===== config.mk =====
export PLATFORM = sky130hd
export DESIGN_NAME = seq_addsub
export DESIGN_NICKNAME = d
export VERILOG_FILES = /design/src/rtl/seq_addsub.sv
export SDC_FILE = /design/constraint.sdc
export NUM_CORES = 1
export LEC_CHECK = 0
export ABC_CLOCK_PERIOD_IN_PS = 11100
export CAP_MARGIN = 20
export CORE_UTILIZATION = 40
export CTS_CLUSTER_DIAMETER = 30
export DETAILED_ROUTE_END_ITERATION = 16
export GPL_TIMING_DRIVEN = 0
export HOLD_SLACK_MARGIN = 0.03
export SLEW_MARGIN = 30
export SYNTH_ARGS = -nofsm -noshare
export SYNTH_HDL_FRONTEND = slang
export SYNTH_SLANG_ARGS = --single-unit

===== constraint.sdc =====
create_clock -name clk -period 11.1 [get_ports clk]
set_input_delay 3.33 -clock clk [delete_from_list [all_inputs] [get_ports clk]]
set_output_delay 3.33 -clock clk [all_outputs]
set_load 0.05 [all_outputs]

===== src/rtl/seq_addsub.sv =====
// Chunk-serial add/subtract unit: ADD, SUB, ADC and SBB over WIDTH bits,
// processing CHUNK bits per clock with a lookahead adder per chunk.
//
// Ports:
//   clk, rst          clock, synchronous active-high reset
//   in_valid/in_ready request handshake (ready only when idle)
//   a, b, op, cin     operands, op (00 ADD, 01 SUB, 10 ADC, 11 SBB), carry/borrow in
//   out_valid/out_ready result handshake (valid only when done)
//   z                 result
//   carry, parity, overflow, zero, sign  result flags
module seq_addsub #(
    parameter int WIDTH = 16,
    parameter int CHUNK = 4
) (
    input  logic             clk,
    input  logic             rst,
    input  logic             in_valid,
    output logic             in_ready,
    input  logic [WIDTH-1:0] a,
    input  logic [WIDTH-1:0] b,
    input  logic [1:0]       op,
    input  logic             cin,
    output logic             out_valid,
    input  logic             out_ready,
    output logic [WIDTH-1:0] z,
    output logic             carry,
    output logic             parity,
    output logic             overflow,
    output logic             zero,
    output logic             sign
);

    localparam int N  = WIDTH / CHUNK;
    localparam int IW = (N > 1) ? $clog2(N) : 1;

    typedef enum logic [1:0] {
        IDLE,
        BUSY,
        DONE
    } state_t;

    state_t state;
    state_t state_nx;

    logic [WIDTH-1:0] a_r;
    logic [WIDTH-1:0] b_r;
    logic             sub_r;
    logic             cy_r;
    logic [IW-1:0]    idx;
    logic             last;

    int               lo;
    logic [CHUNK-1:0] ca;
    logic [CHUNK-1:0] cb;
    logic [CHUNK-1:0] g;
    logic [CHUNK-1:0] p;
    logic [CHUNK:0]   c;
    logic [CHUNK-1:0] sum;
    logic [WIDTH-1:0] res;
    logic             term;
    logic             pchain;

    assign in_ready  = (state == IDLE);
    assign out_valid = (state == DONE);
    assign last      = (idx == IW'(N - 1));

    always_comb begin
        lo = CHUNK * int'(idx);
        ca = a_r[lo +: CHUNK];
        cb = b_r[lo +: CHUNK];
    end

    // Each carry is a flat sum of products: g[i] | p[i]g[i-1] | ... | p[i..0]c0,
    // so no carry depends on a previously computed carry.
    always_comb begin
        g      = ca & cb;
        p      = ca ^ cb;
        c      = '0;
        c[0]   = cy_r;
        term   = 1'b0;
        pchain = 1'b0;
        for (int i = 0; i < CHUNK; i++) begin
            term   = g[i];
            pchain = p[i];
            for (int j = i - 1; j >= 0; j--) begin
                term   = term | (pchain & g[j]);
                pchain = pchain & p[j];
            end
            c[i+1] = term | (pchain & cy_r);
        end
        sum = p ^ c[CHUNK-1:0];
    end

    // Full result as it will look once this chunk is written back.
    always_comb begin
        res = z;
        res[lo +: CHUNK] = sum;
    end

    always_ff @(posedge clk) begin
        if (rst) begin
            state <= IDLE;
        end else begin
            state <= state_nx;
        end
    end

    always_comb begin
        state_nx = state;
        unique case (state)
            IDLE: if (in_valid) state_nx = BUSY;
            BUSY: if (last) state_nx = DONE;
            DONE: if (out_ready) state_nx = IDLE;
            default: state_nx = IDLE;
        endcase
    end

    always_ff @(posedge clk) begin
        if (rst) begin
            a_r      <= '0;
            b_r      <= '0;
            sub_r    <= 1'b0;
            cy_r     <= 1'b0;
            idx      <= '0;
            z        <= '0;
            carry    <= 1'b0;
            parity   <= 1'b0;
            overflow <= 1'b0;
            zero     <= 1'b0;
            sign     <= 1'b0;
        end else begin
            unique case (state)
                IDLE: begin
                    if (in_valid) begin
                        a_r   <= a;
                        b_r   <= op[0] ? ~b : b;
                        sub_r <= op[0];
                        // ADD:0  SUB:1  ADC:cin  SBB:~cin
                        cy_r  <= op[1] ? (cin ^ op[0]) : op[0];
                        idx   <= '0;
                    end
                end
                BUSY: begin
                    z    <= res;
                    cy_r <= c[CHUNK];
                    if (!last) begin
                        idx <= idx + 1'b1;
                    end else begin
                        carry    <= c[CHUNK] ^ sub_r;
                        sign     <= res[WIDTH-1];
                        zero     <= (res == '0);
                        parity   <= ~^res;
                        overflow <= (a_r[WIDTH-1] == b_r[WIDTH-1]) &&
                                    (res[WIDTH-1] != a_r[WIDTH-1]);
                    end
                end
                default: ;
            endcase
        end
    end

endmodule


==> metrics.cfg, run 1 <==
[power]
vdd_drop_max_mv=0.0590
power.total_uw=572
power_leakage_nw=1.49
power_density_nw_per_um2=142

[floorplanning]
dieArea_um2=8160
core_area_um2=7410
ioPinCount=62
die_width_um=90.4
die_h_um=90.4
start_util_pct=42.2
rows=31

[critical_path]
r2r_slack_ps=6660
path_class=flip-flop to primary output
cp_max_fo=5
worstPathCellList=nor2b_1 -> clkdlybuf4s50_1
critPathSlowestCell=clkdlybuf4s50_1
critPathLaunchType=flip-flop
max_stage_delay_ps=830
path_buf_inv=1
critPathArrivalTime_ps=1730
end_kind=primary output
cpLargestDelayFamily=buffers and inverters
crit_required_ps=7770

[global_routing]
first_global_vias=2682
overflow=0
grt_pass1_wl_mm=13.0
antenna_found_initial=0
grt_max_degree=11
track_usage_pct=20.1

[drt]
drtPass1Iterations=4
ant_nets=0
route.detailed.wl_per_inst_um=14.3
routed_wl_mm=7.59
drc_errors=0
via_per_inst=5.15
num_vias=2731
drt-initial-drc-count=87

[flow_run]
maxCapViolations=0

[logic_synthesis]
ys_ff_latch=59
syn_inst=358
ys.flop_type=dfxtp_1
syn_area_um2=3120
synth_most_common_cell=dfxtp_1
synthMuxAreaShare_pct=6.45
synth_common_cells=59 x dfxtp_1, 51 x nand2_1, 49 x nor2_1
syn_area_per_cell_um2=8.72
yosysUniqueCellTypes=37
synthAdderAreaFrac_pct=7.85
async_reset_ff_share_pct=0
synth_enable_flop_cells=0
synth_top_family_by_area=simple AND/OR/NAND/NOR gates
yosys_warnings=0
synth_area_leaders=dfxtp_1 38%, ha_1 7.2%, xnor2_1 6.5%, nand2_1 6.1%, a211oi_1 6.0%
ys_seq_area_share_pct=37.8
yosysTopAreaCell=dfxtp_1
synth_nets=416
synth.top_cell.area_share_pct=37.8
synthSimpleGateAreaFrac_pct=20.0
synth_xor_area_share_pct=8.09
synth-compound-area-share_pct=16.3

[finish]
postLayoutCellArea_um2=4040
drive_above_1_share_pct=8.58
syn_to_final_growth_pct=29.3
num-fill-cells=699
final_util_pct=54.5
diodes=0
fin_nets=486

[timing]
fin_tns_setup_ps=0
worstMarginPinSlew_ps=723
layout_worst_path_cycle_share_pct=45.6
rsz0062_at_grt=no
fmax_mhz=198
period_minus_slack_ps=5060
hold_viol_final=0
slew_headroom_pct=51.4
report.final.slew_viol_count=0
skew_ps=6.69
setup_viol=0

[clock_tree]
clk_latency_ps=330
cts_buffer_depth=2
post_cts_buffers=0
cts_tree=done
clock-sinks=59
numCtsBuffers=9
hold_buffers=0
htreeDepth=3
ctsResizeCount=0
clk_pin_slew_ps=60
cts-root-buf=clkbuf_8

[place]
dpl_cell_area_um2=3840
hpwl_mm=5.82
globalplace.congestion=0.859
io_buffer_count=59

[worst_hold_path]
min_path_type=flip-flop to flip-flop

[run_status]
status=complete, no violations

[metal layers]
metal  part of all wire (%)  vias to the layer above  GRT usage [%]
li1                       -                     1378              -
met1                     47                     1260           25.6
met2                     47                       82           33.2
met3                    4.5                       11           3.87
met4                    1.5                        0           8.06
met5                      0                        -              0
[sequential cells by signal, indices dropped and copies added, names as in the netlist]
register and count:
b_r 16, z 16, sign 1, a_r 16, idx 2, carry 1, cy_r 1, parity 1
state 2, sub_r 1, zero 1, overflow 1
[kinds of logic after synthesis]
group                      Yosys count
AOI/OAI and AO/OA                   79
xor gates and xnor gates            28
adders and majority gates           19
buffers and inverters               26
DFF                                 59
muxes                               10
and+or+nand+nor                    137
[final timing paths]
| kind | startpoint | endpoint | cells after the start |
|---|---|---|---|
| worst min register to register | carry$_SDFFE_PP0P_ | carry$_SDFFE_PP0P_ | 2 |
| worst max-delay path | state[1]$_SDFFE_PP0P_ | out_valid | 2 |
| worst min-delay path | carry$_SDFFE_PP0P_ | carry$_SDFFE_PP0P_ | 2 |
| worst max register to register | idx[0]$_SDFFE_PP0P_ | parity$_SDFFE_PP0P_ | 14 |
[placed cells by master, fill, tap and decap left out, drive strengths merged, types with 2 or more instances in the layout]
cell           synthesis  final
inv                    4      4
nor2                  49     49
clkbuf                14     26
nor3                   4      4
clkdlybuf4s50          0     59
a22oi                  4      4
xor2                   4      4
ha                    18     18
xnor2                 24     24
a211oi                26     26
and4bb                 2      2
o21ai                  4      4
dfxtp                 59     59
nor2b                 17     17
a21oi                 37     37
and2                   2      2
buf                    8      8
nand3                  2      2
a32oi                  4      4
nand2                 51     51
nand2b                 5      5
mux4                   8      8
[metrics by stage]
step	hold WS [ps]	setup slack (ps)	std cells
floorplan	433	6660	358
global placement	442	6120	516
CTS	457	6020	530
finish	453	6040	530
detailed placement	448	6110	516
global route	474	5950	530
[where the power goes]
| group | total (mW) | internal (mW) | switching, mW |
|---|---|---|---|
| Sequential | 0.233 | 0.224 | 0.00842 |
| Combinational | 0.139 | 0.0626 | 0.0760 |
| Clock | 0.200 | 0.119 | 0.0811 |
[cell type report]
| type | instances | area (um^2) | share of cell area (%) |
|---|---|---|---|
| multi-input combinational | 273 | 1830 | 45.4 |
| clock buffer | 12 | 165 | 4.09 |
| clock inverter | 2 | 35.0 | 0.868 |
| timing repair buffer | 59 | 591 | 14.6 |
| tap | 99 | 124 | 3.07 |
| inverter | 4 | 15.0 | 0.372 |
| sequential | 59 | 1180 | 29.3 |
| buffer | 22 | 92.6 | 2.29 |
[worst register-to-register path: stages (launching register included)]
cell	delay, ps
dfxtp_1	510
buf_2	390
mux4_2	620
ha_1	340
a211oi_2	90
or2_2	330
xnor2_1	510
a21oi_1	150
ha_1	340
xnor2_1	140
xnor2_1	240
xnor2_2	160
xnor2_1	120
and3_1	200
nor4_2	230
No activity file was read; power rests on OpenSTA's default activity.
==> run 2, diff against run 1 <==
--- a/config.mk
+++ b/config.mk
@@ -5,7 +5,7 @@
 export SDC_FILE = /design/constraint.sdc
 export NUM_CORES = 1
 export LEC_CHECK = 0
-export ABC_CLOCK_PERIOD_IN_PS = 11100
+export ABC_CLOCK_PERIOD_IN_PS = 4820
 export CAP_MARGIN = 20
 export CORE_UTILIZATION = 40
 export CTS_CLUSTER_DIAMETER = 30
==> constraint.sdc (replaced) <==
create_clock -name clk -period 4.82 [get_ports clk]
set_input_delay 1.446 -clock clk [delete_from_list [all_inputs] [get_ports clk]]
set_output_delay 1.446 -clock clk [all_outputs]
set_load 0.05 [all_outputs]
==> results of run 2 <==
Same layout as run 1 (identical final DEF). Status: complete, no violations.
Main changes from that run: setup slack after placement 6110 ps -> 373 ps; setup slack after layout 6040 ps -> 385 ps; start point of the critical path state[1]$_SDFFE_PP0P_ -> idx[0]$_SDFFE_PP0P_; end point of the critical path out_valid -> parity$_SDFFE_PP0P_; register-to-register setup slack 6660 ps -> 380 ps; total power 0.572 mW -> 1.32 mW; worst IR drop on VDD 0.0590 mV -> 0.136 mV
